<file path="src/rtl/lsu_pkg.sv">
// Shared types and constants for the load/store unit memory controller.
// Latency: none (declarations and a pure request-checking function).
// Backpressure: n/a.
package lsu_pkg;

   typedef enum logic [1:0] {
      IDLE = 2'd0,
      BUSY = 2'd1,
      DONE = 2'd2
   } lsu_state_t;

   localparam logic [2:0] F3_B  = 3'b000;
   localparam logic [2:0] F3_H  = 3'b001;
   localparam logic [2:0] F3_W  = 3'b010;
   localparam logic [2:0] F3_BU = 3'b100;
   localparam logic [2:0] F3_HU = 3'b101;

   localparam logic [1:0] ERR_NONE     = 2'b00;
   localparam logic [1:0] ERR_MISALIGN = 2'b01;
   localparam logic [1:0] ERR_ILLEGAL  = 2'b10;
   localparam logic [1:0] ERR_TIMEOUT  = 2'b11;

   // Classify a request: ERR_NONE when it can go to the bus. Illegal encodings
   // (including simultaneous load and store) take priority over misalignment.
   function automatic logic [1:0] req_err(input logic       rd,
                                          input logic       wr,
                                          input logic [2:0] f3,
                                          input logic [1:0] off);
      logic [1:0] err;
      err = ERR_ILLEGAL;
      if (!(rd && wr)) begin
         case (f3)
            F3_B:    err = ERR_NONE;
            F3_H:    err = off[0] ? ERR_MISALIGN : ERR_NONE;
            F3_W:    err = (off != 2'b00) ? ERR_MISALIGN : ERR_NONE;
            F3_BU:   err = rd ? ERR_NONE : ERR_ILLEGAL;
            F3_HU:   err = !rd ? ERR_ILLEGAL : (off[0] ? ERR_MISALIGN : ERR_NONE);
            default: err = ERR_ILLEGAL;
         endcase
      end
      return err;
   endfunction

endpackage

</file>
<file path="src/rtl/lsu_lane_fmt.sv">
// Lane formatting: store byte enables + data replication, load extract + extend.
// Latency: purely combinational.
// Backpressure: none; outputs follow inputs.
module lsu_lane_fmt
   import lsu_pkg::*;
(
   input  logic [2:0]  st_f3,
   input  logic [1:0]  st_off,
   input  logic [31:0] st_data,
   output logic [3:0]  st_be,
   output logic [31:0] st_wdata,
   input  logic [2:0]  ld_f3,
   input  logic [1:0]  ld_off,
   input  logic [31:0] ld_word,
   output logic [31:0] ld_data
);

   logic [31:0] ld_shifted;

   // Byte enables and lane-replicated data for the access size (loads use the enables too).
   always_comb begin
      st_be    = 4'b1111;
      st_wdata = st_data;
      case (st_f3[1:0])
         2'b00: begin
            st_be    = 4'b0001 << st_off;
            st_wdata = {4{st_data[7:0]}};
         end
         2'b01: begin
            st_be    = 4'b0011 << st_off;
            st_wdata = {2{st_data[15:0]}};
         end
         default: ;
      endcase
   end

   // Move the addressed byte/halfword down to bit 0, then sign- or zero-extend.
   always_comb begin
      ld_shifted = ld_word >> {ld_off, 3'b000};
      case (ld_f3)
         F3_B:    ld_data = {{24{ld_shifted[7]}}, ld_shifted[7:0]};
         F3_BU:   ld_data = {24'b0, ld_shifted[7:0]};
         F3_H:    ld_data = {{16{ld_shifted[15]}}, ld_shifted[15:0]};
         F3_HU:   ld_data = {16'b0, ld_shifted[15:0]};
         default: ld_data = ld_word;
      endcase
   end

endmodule

</file>
<file path="src/rtl/lsu_mem_ctrl.sv">
// Load/store unit: one aligned bus transaction per access, error flagging, core stall.
// Latency: request cycle + >=1 BUSY cycle, result visible in the following DONE cycle.
// Backpressure: Stall held while waiting on mem_ready; aborted after TIMEOUT BUSY cycles.
module lsu_mem_ctrl
   import lsu_pkg::*;
#(
   parameter int TIMEOUT = 255
)
(
   input  logic        clk,
   input  logic        rst_n,
   input  logic        MemWrite,
   input  logic        MemRead,
   input  logic [2:0]  funct3,
   input  logic [31:0] Addr,
   input  logic [31:0] WriteData,
   output logic [31:0] ReadData,
   output logic        Stall,
   output logic        AccessErr,
   output logic [1:0]  ErrCode,
   output logic        mem_req,
   output logic        mem_we,
   output logic [31:0] mem_addr,
   output logic [3:0]  mem_be,
   output logic [31:0] mem_wdata,
   input  logic        mem_ready,
   input  logic [31:0] mem_rdata
);

   // Counter value seen in the last BUSY cycle before abort.
   localparam logic [7:0] CNT_LAST = 8'(TIMEOUT - 1);

   lsu_state_t  state_q, state_d;
   logic [7:0]  cnt_q, cnt_d;
   logic        mem_req_q, mem_req_d;
   logic        mem_we_q, mem_we_d;
   logic [31:0] mem_addr_q, mem_addr_d;
   logic [3:0]  mem_be_q, mem_be_d;
   logic [31:0] mem_wdata_q, mem_wdata_d;
   logic [2:0]  f3_q, f3_d;
   logic [1:0]  off_q, off_d;
   logic [31:0] rdata_q, rdata_d;
   logic        err_q, err_d;
   logic [1:0]  code_q, code_d;

   logic        req;
   logic [1:0]  req_code;
   logic [3:0]  fmt_be;
   logic [31:0] fmt_wdata;
   logic [31:0] fmt_ld;

   assign req      = MemRead | MemWrite;
   assign req_code = req_err(MemRead, MemWrite, funct3, Addr[1:0]);

   lsu_lane_fmt u_fmt (
      .st_f3    (funct3),
      .st_off   (Addr[1:0]),
      .st_data  (WriteData),
      .st_be    (fmt_be),
      .st_wdata (fmt_wdata),
      .ld_f3    (f3_q),
      .ld_off   (off_q),
      .ld_word  (mem_rdata),
      .ld_data  (fmt_ld)
   );

   // Stall is combinational so the core holds PC in the very cycle a valid request appears.
   always_comb begin
      Stall = (state_q == BUSY) || ((state_q == IDLE) && req && (req_code == ERR_NONE));
   end

   // Next-state: launch, wait/complete/abort, and the one-cycle retire slot.
   always_comb begin
      state_d     = state_q;
      cnt_d       = cnt_q;
      mem_req_d   = mem_req_q;
      mem_we_d    = mem_we_q;
      mem_addr_d  = mem_addr_q;
      mem_be_d    = mem_be_q;
      mem_wdata_d = mem_wdata_q;
      f3_d        = f3_q;
      off_d       = off_q;
      rdata_d     = rdata_q;
      err_d       = 1'b0;
      code_d      = code_q;
      case (state_q)
         IDLE: begin
            if (req) begin
               if (req_code == ERR_NONE) begin
                  state_d     = BUSY;
                  cnt_d       = 8'd0;
                  mem_req_d   = 1'b1;
                  mem_we_d    = MemWrite;
                  mem_addr_d  = {Addr[31:2], 2'b00};
                  mem_be_d    = fmt_be;
                  mem_wdata_d = fmt_wdata;
                  f3_d        = funct3;
                  off_d       = Addr[1:0];
               end else begin
                  err_d   = 1'b1;
                  code_d  = req_code;
                  rdata_d = 32'd0;
               end
            end
         end
         BUSY: begin
            cnt_d = cnt_q + 8'd1;
            // Completion beats timeout when both land in the same cycle.
            if (mem_ready) begin
               if (!mem_we_q) begin
                  rdata_d = fmt_ld;
               end
               mem_req_d = 1'b0;
               mem_we_d  = 1'b0;
               mem_be_d  = 4'b0000;
               state_d   = DONE;
            end else if (cnt_q == CNT_LAST) begin
               mem_req_d = 1'b0;
               mem_we_d  = 1'b0;
               mem_be_d  = 4'b0000;
               err_d     = 1'b1;
               code_d    = ERR_TIMEOUT;
               rdata_d   = 32'd0;
               state_d   = DONE;
            end
         end
         DONE:    state_d = IDLE;
         default: state_d = IDLE;
      endcase
   end

   // State registers with synchronous reset; reset drops an in-flight request immediately.
   always_ff @(posedge clk) begin
      if (!rst_n) begin
         state_q     <= IDLE;
         cnt_q       <= 8'd0;
         mem_req_q   <= 1'b0;
         mem_we_q    <= 1'b0;
         mem_addr_q  <= 32'd0;
         mem_be_q    <= 4'b0000;
         mem_wdata_q <= 32'd0;
         f3_q        <= 3'b000;
         off_q       <= 2'b00;
         rdata_q     <= 32'd0;
         err_q       <= 1'b0;
         code_q      <= ERR_NONE;
      end else begin
         state_q     <= state_d;
         cnt_q       <= cnt_d;
         mem_req_q   <= mem_req_d;
         mem_we_q    <= mem_we_d;
         mem_addr_q  <= mem_addr_d;
         mem_be_q    <= mem_be_d;
         mem_wdata_q <= mem_wdata_d;
         f3_q        <= f3_d;
         off_q       <= off_d;
         rdata_q     <= rdata_d;
         err_q       <= err_d;
         code_q      <= code_d;
      end
   end

   assign ReadData  = rdata_q;
   assign AccessErr = err_q;
   assign ErrCode   = code_q;
   assign mem_req   = mem_req_q;
   assign mem_we    = mem_we_q;
   assign mem_addr  = mem_addr_q;
   assign mem_be    = mem_be_q;
   assign mem_wdata = mem_wdata_q;

endmodule

</file>
<file path="config.mk">
export PLATFORM = sky130hd
export DESIGN_NAME = lsu_mem_ctrl
export DESIGN_NICKNAME = d
export VERILOG_FILES = /design/src/rtl/lsu_pkg.sv /design/src/rtl/lsu_lane_fmt.sv /design/src/rtl/lsu_mem_ctrl.sv
export SDC_FILE = /design/constraint.sdc
export NUM_CORES = 1
export LEC_CHECK = 0
export BUFFER_PORTS_ARGS = -buffer_cell sky130_fd_sc_hd__buf_2
export CORE_ASPECT_RATIO = 0.7
export CORE_MARGIN = 1.5
export CORE_UTILIZATION = 50
export CTS_BUF_LIST = sky130_fd_sc_hd__clkbuf_4
export DETAILED_ROUTE_END_ITERATION = 6
export MAX_ROUTING_LAYER = met4
export PLACE_DENSITY = 0.82
export SYNTH_ARGS = -nofsm -noshare
export SYNTH_HDL_FRONTEND = slang
export SYNTH_SLANG_ARGS = --single-unit
export TNS_END_PERCENT = 5
</file>
<file path="constraint.sdc">
create_clock -name clk -period 2.3 [get_ports clk]
set_input_delay 0 -clock clk [delete_from_list [all_inputs] [get_ports clk]]
set_output_delay 0 -clock clk [all_outputs]
set_load 0.01 [all_outputs]
</file>
# After elaboration in Yosys (flattened, before gate mapping)
# Cells that the tools add are included.
dict set report totals {
  ff_bits 118
  input_bits 104
  out_inout_bits 106
  wordCells 97
}
dict set report classes {
  n_addsub 1
  eq_ne 17
  shift 3
  n_mux 46
  n_bitwise 1
  reduce_logical 17
}
# op count
set op_table {}
lappend op_table {{32-bit 2-to-1 mux} 5}
lappend op_table {{32-bit case mux with 2 select lines} 2}
lappend op_table {{32-bit case mux with 4 select lines} 1}
lappend op_table {{32-bit by 5-bit >> shifter with 16-bit output} 1}
lappend op_table {{2-bit 2-to-1 mux} 11}
lappend op_table {{4-bit 2-to-1 mux} 4}
lappend op_table {{8-bit 2-to-1 mux} 2}
lappend op_table {{4-bit case mux with 2 select lines} 2}
lappend op_table {{8-bit case mux with 2 select lines} 1}
lappend op_table {{3-bit == test, second input constant} 4}
lappend op_table {{1-bit 2-to-1 mux} 12}
lappend op_table {{2-bit case mux with 5 select lines} 1}
lappend op_table {{5-bit AND reduction} 2}
lappend op_table {{3-bit AND reduction} 3}
lappend op_table {{8-bit by 1-bit adder with 8-bit output, second input constant} 1}
lappend op_table {{8-bit == test, second input constant} 1}
lappend op_table {{2-bit case mux with 2 select lines} 2}
lappend op_table {{3-bit by 1-bit == test with 1-bit output, second input constant} 2}
lappend op_table {{2-bit zero test} 3}
lappend op_table {{3-bit zero test} 2}
lappend op_table {{2-bit inequality test, second input constant} 3}
lappend op_table {{1-bit case mux with 2 select lines} 3}
lappend op_table {{2-bit by 1-bit == test with 1-bit output, second input constant} 2}
lappend op_table {{2-bit by 1-bit inequality test with 1-bit output, second input constant} 2}
lappend op_table {{10 further kinds} 13}

# Longest topological paths before layout
dict set report logic_depth {
  word_depth 8
  ltp_mapped 9
}

# Hierarchy
# Synthesis repeated with hierarchy kept, for this count alone.
dict set report unflattened {
  cells_unflattened 733
  area_unflattened_um2 5972.0
}
# mod n_inst cells_per_inst area_each_um2 seq_area_each_um2
set modules_own_cells {}
lappend modules_own_cells {lsu_mem_ctrl 1 551 4857.2 2362.3}
lappend modules_own_cells {lsu_lane_fmt 1 182 1114.8 0.0}

# Worst setup path before layout
# OpenSTA, ideal clock, no wires.
dict set report synth_timing {
  path_kind {reg2reg}
  startpoint {reg off_q[0]}
  endpoint {reg rdata_q[11] (netlist: ReadData[11])}
  setup_time_ns 0.122
  arrival_ns 1.646
  required_time_ns 2.178
  path_slack_ns 0.532
  path_stages_with_launch 7
  path_buffers 1
  cell_sequence {dfxtp_1 buf_2 mux2_2 a221o_1 and3_4 a21boi_0 a221o_1}
}
dict set report synth_via {
  elab_chain_len 5
}
# item line_no
set synth_lines {}
lappend synth_lines {{start: declaration} lsu_mem_ctrl.sv:41} ;# logic [1:0] off_q, off_d;
lappend synth_lines {{start signal: assignment} lsu_mem_ctrl.sv:143} ;# off_q <= 2'b00;
lappend synth_lines {{start signal: assignment} lsu_mem_ctrl.sv:156} ;# off_q <= off_d;
lappend synth_lines {{32-bit by 5-bit >> shifter with 16-bit output} lsu_lane_fmt.sv:39} ;# ld_shifted = ld_word >> {ld_off, 3'b000};
lappend synth_lines {{32-bit case mux with 4 select lines} lsu_lane_fmt.sv:40} ;# case (ld_f3)
lappend synth_lines {{32-bit 2-to-1 mux} lsu_mem_ctrl.sv:110} ;# if (!mem_we_q) begin
lappend synth_lines {{32-bit 2-to-1 mux} lsu_mem_ctrl.sv:109} ;# if (mem_ready) begin
lappend synth_lines {{32-bit case mux with 2 select lines} lsu_mem_ctrl.sv:86} ;# case (state_q)
lappend synth_lines {{end signal: assignment} lsu_mem_ctrl.sv:157} ;# rdata_q <= rdata_d;
lappend synth_lines {{end: declaration} lsu_mem_ctrl.sv:42} ;# logic [31:0] rdata_q, rdata_d;
# Every way passes these cells. The select of a mux whose other input is x is not followed.
# A chain may end at the register's enable or synchronous reset.

# Worst setup path in the final report
dict set report layout_timing {
  startpoint {in Addr[0]}
  endpoint {reg mem_be_q[1] (netlist: mem_be[1])}
}
dict set report layout_via {
  elab_chain_len 7
}
# item line_no
set layout_lines {}
lappend layout_lines {{start: declaration} lsu_mem_ctrl.sv:15} ;# input logic [31:0] Addr,
lappend layout_lines {{1-bit 2-to-1 mux or 2-bit nonzero test (tied branches)} {lsu_pkg.sv:34, lsu_pkg.sv:37, lsu_pkg.sv:35}}
lappend layout_lines {{2-bit 2-to-1 mux or 1-bit 2-to-1 mux (tied branches)} {lsu_pkg.sv:37, lsu_pkg.sv:35}}
lappend layout_lines {{2-bit case mux with 5 select lines} lsu_pkg.sv:32} ;# case (f3)
lappend layout_lines {{2-bit 2-to-1 mux} lsu_pkg.sv:31} ;# if (!(rd && wr)) begin
lappend layout_lines {{2-bit zero test} lsu_mem_ctrl.sv:89} ;# if (req_code == ERR_NONE) begin
lappend layout_lines {{2-bit by 1-bit inequality test with 1-bit output (no source line)} n/a}
lappend layout_lines {{4-bit AND reduction (no source line)} n/a}
lappend layout_lines {{end signal: assignment} lsu_mem_ctrl.sv:153} ;# mem_be_q <= mem_be_d;
lappend layout_lines {{end: declaration} lsu_mem_ctrl.sv:38} ;# logic [3:0] mem_be_q, mem_be_d;
# Several ways; a longest one is shown, not always the timed one. The select of a mux whose other input is x is not followed.

==> impl_metrics.env <==
export IMPL_clock_sinks=118
export IMPL_routabilityCongestion=0.956
export IMPL_h_tree_depth=4
export IMPL_antenna_found_initial=0
export IMPL_yosysTopAreaCell="dfxtp_1"
export IMPL_cp_required_ns=2.68
export IMPL_status="finished, violations left"
export IMPL_overflow=0
export IMPL_drc=2
export IMPL_synth_common_cells="147 x nand2_1, 118 x dfxtp_1, 69 x a21oi_1, 55 x nor2_1, 39 x mux2i_1"
export IMPL_grt_setup_unrepaired="no"
export IMPL_violations="design-rule violations"
export IMPL_viasPerCell=5.75
export IMPL_clockBufferDepth=2
export IMPL_hold_start="MemRead"
export IMPL_drv_cap=0
export IMPL_syn_avg_cell_area_um2=8.35
export IMPL_reg2reg_from="state_q[1]$_SDFFE_PN0P_"
export IMPL_critPathArrivalTime_ns=2.58
export IMPL_crit_path_start_kind="input port"
export IMPL_r2r_cells=5
export IMPL_synthesis_yosys_warnings=0
export IMPL_slew_headroom_pct=58.4
export IMPL_synth_edff_count=0
export IMPL_drt_total_wl_um=18700
export IMPL_tightest_slew_ns=0.622
export IMPL_ys_ff_latch=118
export IMPL_async_flop_share_pct=0
export IMPL_post_cts_buffers=0
export IMPL_hp_class="input port to register"
export IMPL_seq_area_frac_synth_pct=44.6
export IMPL_rrSetupSlack_ns=0.19
export IMPL_core_area_um2=10300
export IMPL_ys_top_cells_by_area="dfxtp_1 45%, nand2_1 10%, mux2i_1 7.4%, a21oi_1 6.5%, a221o_1 4.5%"
export IMPL_final_hold_viol_count=0
export IMPL_die_y_um=89.1
export IMPL_critPathMaxFanout=15
export IMPL_min_period_ns=2.19
export IMPL_drv_slew=0
export IMPL_post_route_period_util_pct=95.4
export IMPL_cp_cell_sequence="dlygate4sd3_1 > buf_2 > nor2_1 > a21o_1 > nand3_2 > a21oi_2 > o32ai_1 > dlygate4sd3_1"
export IMPL_maxClockFrequency_mhz=456
export IMPL_crit_top_cell="dlygate4sd3_1"
export IMPL_r2r_end="mem_be[1]$_SDFFE_PN0P_"
export IMPL_netlist_instances=634
export IMPL_final_nets=1030
export IMPL_io_pin_count=210
export IMPL_antenna_left=0
export IMPL_cts_tree="done"
export IMPL_die_w_um=126
export IMPL_grt_pass1_wl_um=28800
export IMPL_finalSetupViolCount=0
export IMPL_cts_buffers_inserted=17
export IMPL_portBuffers=207
export IMPL_start_util_pct=51.3
export IMPL_fin_hold_ws_ns=0.111
export IMPL_yosysMostFrequentCell="nand2_1"
export IMPL_path_clk_slew_ns=0.11
export IMPL_antenna_cells=0
export IMPL_clkLatencyLatePin_ns=0.51
export IMPL_worstSetupEndpointType="register"
export IMPL_cts_root_buffer="clkbuf_4"
export IMPL_grtUsageTotal_pct=33.4
export IMPL_powerDensity_nw_per_um2=594
export IMPL_fin_cells=1069
export IMPL_synthFlopType="dfxtp_1"
export IMPL_dp_cells=934
export IMPL_dp_hpwl_um=10900
export IMPL_slowest_delay_ns=0.60
export IMPL_grt_max_degree=63
export IMPL_fillers=681
export IMPL_crit_type="input port to register"
export IMPL_wire_per_inst_um=17.5
export IMPL_setup_tns_ns=0
export IMPL_skew_ns=0.0161
export IMPL_ir_worst_vdd_v=0.000465
export IMPL_core_rowCount=31
export IMPL_area_growth_pct=44.5
export IMPL_synth_top_area_share_pct=44.6
export IMPL_die_area_um2=11200
export IMPL_drive_above_1_share_pct=27.5
export IMPL_yosys_cell_types_count=52
export IMPL_power_leakage_nw=3.39
export IMPL_hold_path_end="ErrCode[0]$_SDFFE_PN0P_"
export IMPL_slowest_stage="dlygate4sd3_1"
export IMPL_synth_area_um2=5300
export IMPL_drt_iter0_markers=634
export IMPL_grt_pass1_vias=5932
export IMPL_vias=6148
export IMPL_min_path_cells=5
export IMPL_dr_pass1_iters=7
[routing by layer]
metal / vias up / wire, µm / GRT usage [%]
li1: 2801 / - / -
met1: 2863 / 7530 / 38.3
met2: 410 / 8820 / 55.1
met3: 74 / 1700 / 8.08
met4: 0 / 697 / 18.8
met5: - / 0 / -
[timing repair]
| action | in CTS | in global routing |
|---|---|---|
| endpoints found under the setup margin | 0 | 1 |
| resized for setup | 0 | 1 |
| endpoints found under the hold margin | 110 | 0 |
| hold buffers | 103 | 0 |
[layout make-up]
cell class | count | area, µm² | share of cell area (%)
repair buffers | 322 | 2170 | 28.4
inverters | 7 | 26.3 | 0.343
multi-input cells | 458 | 2670 | 34.8
well taps | 132 | 165 | 2.16
clock inverters | 12 | 111 | 1.46
clock buffers | 20 | 150 | 1.96
flip-flops and latches | 118 | 2360 | 30.9
[per-stage QoR]
step / cell area, µm² / worst slack [ns] / utilization (%) / power [mW]
CTS: 7650 / 0.170 / 74.1 / 4.50
global route: 7650 / 0.0513 / 74.2 / 4.71
floorplan: 5300 / 0.532 / - / 2.67
finish: 7650 / 0.106 / 74.2 / 4.55
global placement: 6350 / 0.542 / 61.6 / 2.92
detailed placement: 6350 / 0.445 / 61.6 / 2.95
[flip-flops by register name, summed over array words and instances, names as in the netlist]
register	cells
f3_q	3
mem_addr	30
AccessErr	1
mem_we	1
ReadData	32
ErrCode	2
state_q	2
off_q	2
mem_req	1
cnt_q	8
mem_wdata	32
mem_be	4
[cells in the final DEF, fill, tap and decap left out, drive strengths merged, types with 9 or more instances in the layout]
master	Yosys	layout
buf	27	219
nand2	147	147
dfxtp	118	118
dlygate4sd3	0	103
a21oi	70	70
nor2	55	55
mux2i	39	39
o21ai	25	25
a221o	24	24
clkbuf	25	20
a311oi	9	9
clkinv	0	9
[report_power, final]
group	leakage, nW	internal (mW)	switching [mW]
logic	2.28	0.403	0.488
registers	0.958	2.14	0.0626
clock network	0.146	0.661	0.796
total	3.39	3.20	1.35
[cells by family (layout without fill, tap and decap cells)]
group	Yosys count	count (layout)	synth area share, %
compound gates	171	171	22.1
xor+xnor	9	9	1.49
fa+ha+maj	2	2	0.472
buf+inv	59	361	5.32
flops	118	118	44.6
mux	41	41	7.80
other cells	1	2	0.0708
simple gates	233	233	18.2
[critical path, delay by kind of cell]
family          cells  cell delay, ns
simple gates        2            0.54
buf+inv             3            1.32
compound gates      3            0.71
[worst max path at each step]
stage	startpoint	endpoint	depth (start not counted)
after floorplan	off_q[0]$_SDFFE_PN0P_	ReadData[11]$_SDFFE_PN0P_	6
final	Addr[0]	mem_be[1]$_SDFFE_PN0P_	8
after CTS	funct3[1]	mem_be[1]$_SDFFE_PN0P_	8
after global routing	funct3[1]	mem_be[1]$_SDFFE_PN0P_	8
after detailed placement	off_q[0]$_SDFFE_PN0P_	ReadData[9]$_SDFFE_PN0P_	5
after global placement	cnt_q[0]$_SDFFE_PN0P_	ReadData[23]$_SDFFE_PN0P_	8
No activity file was read; power rests on OpenSTA's default activity.
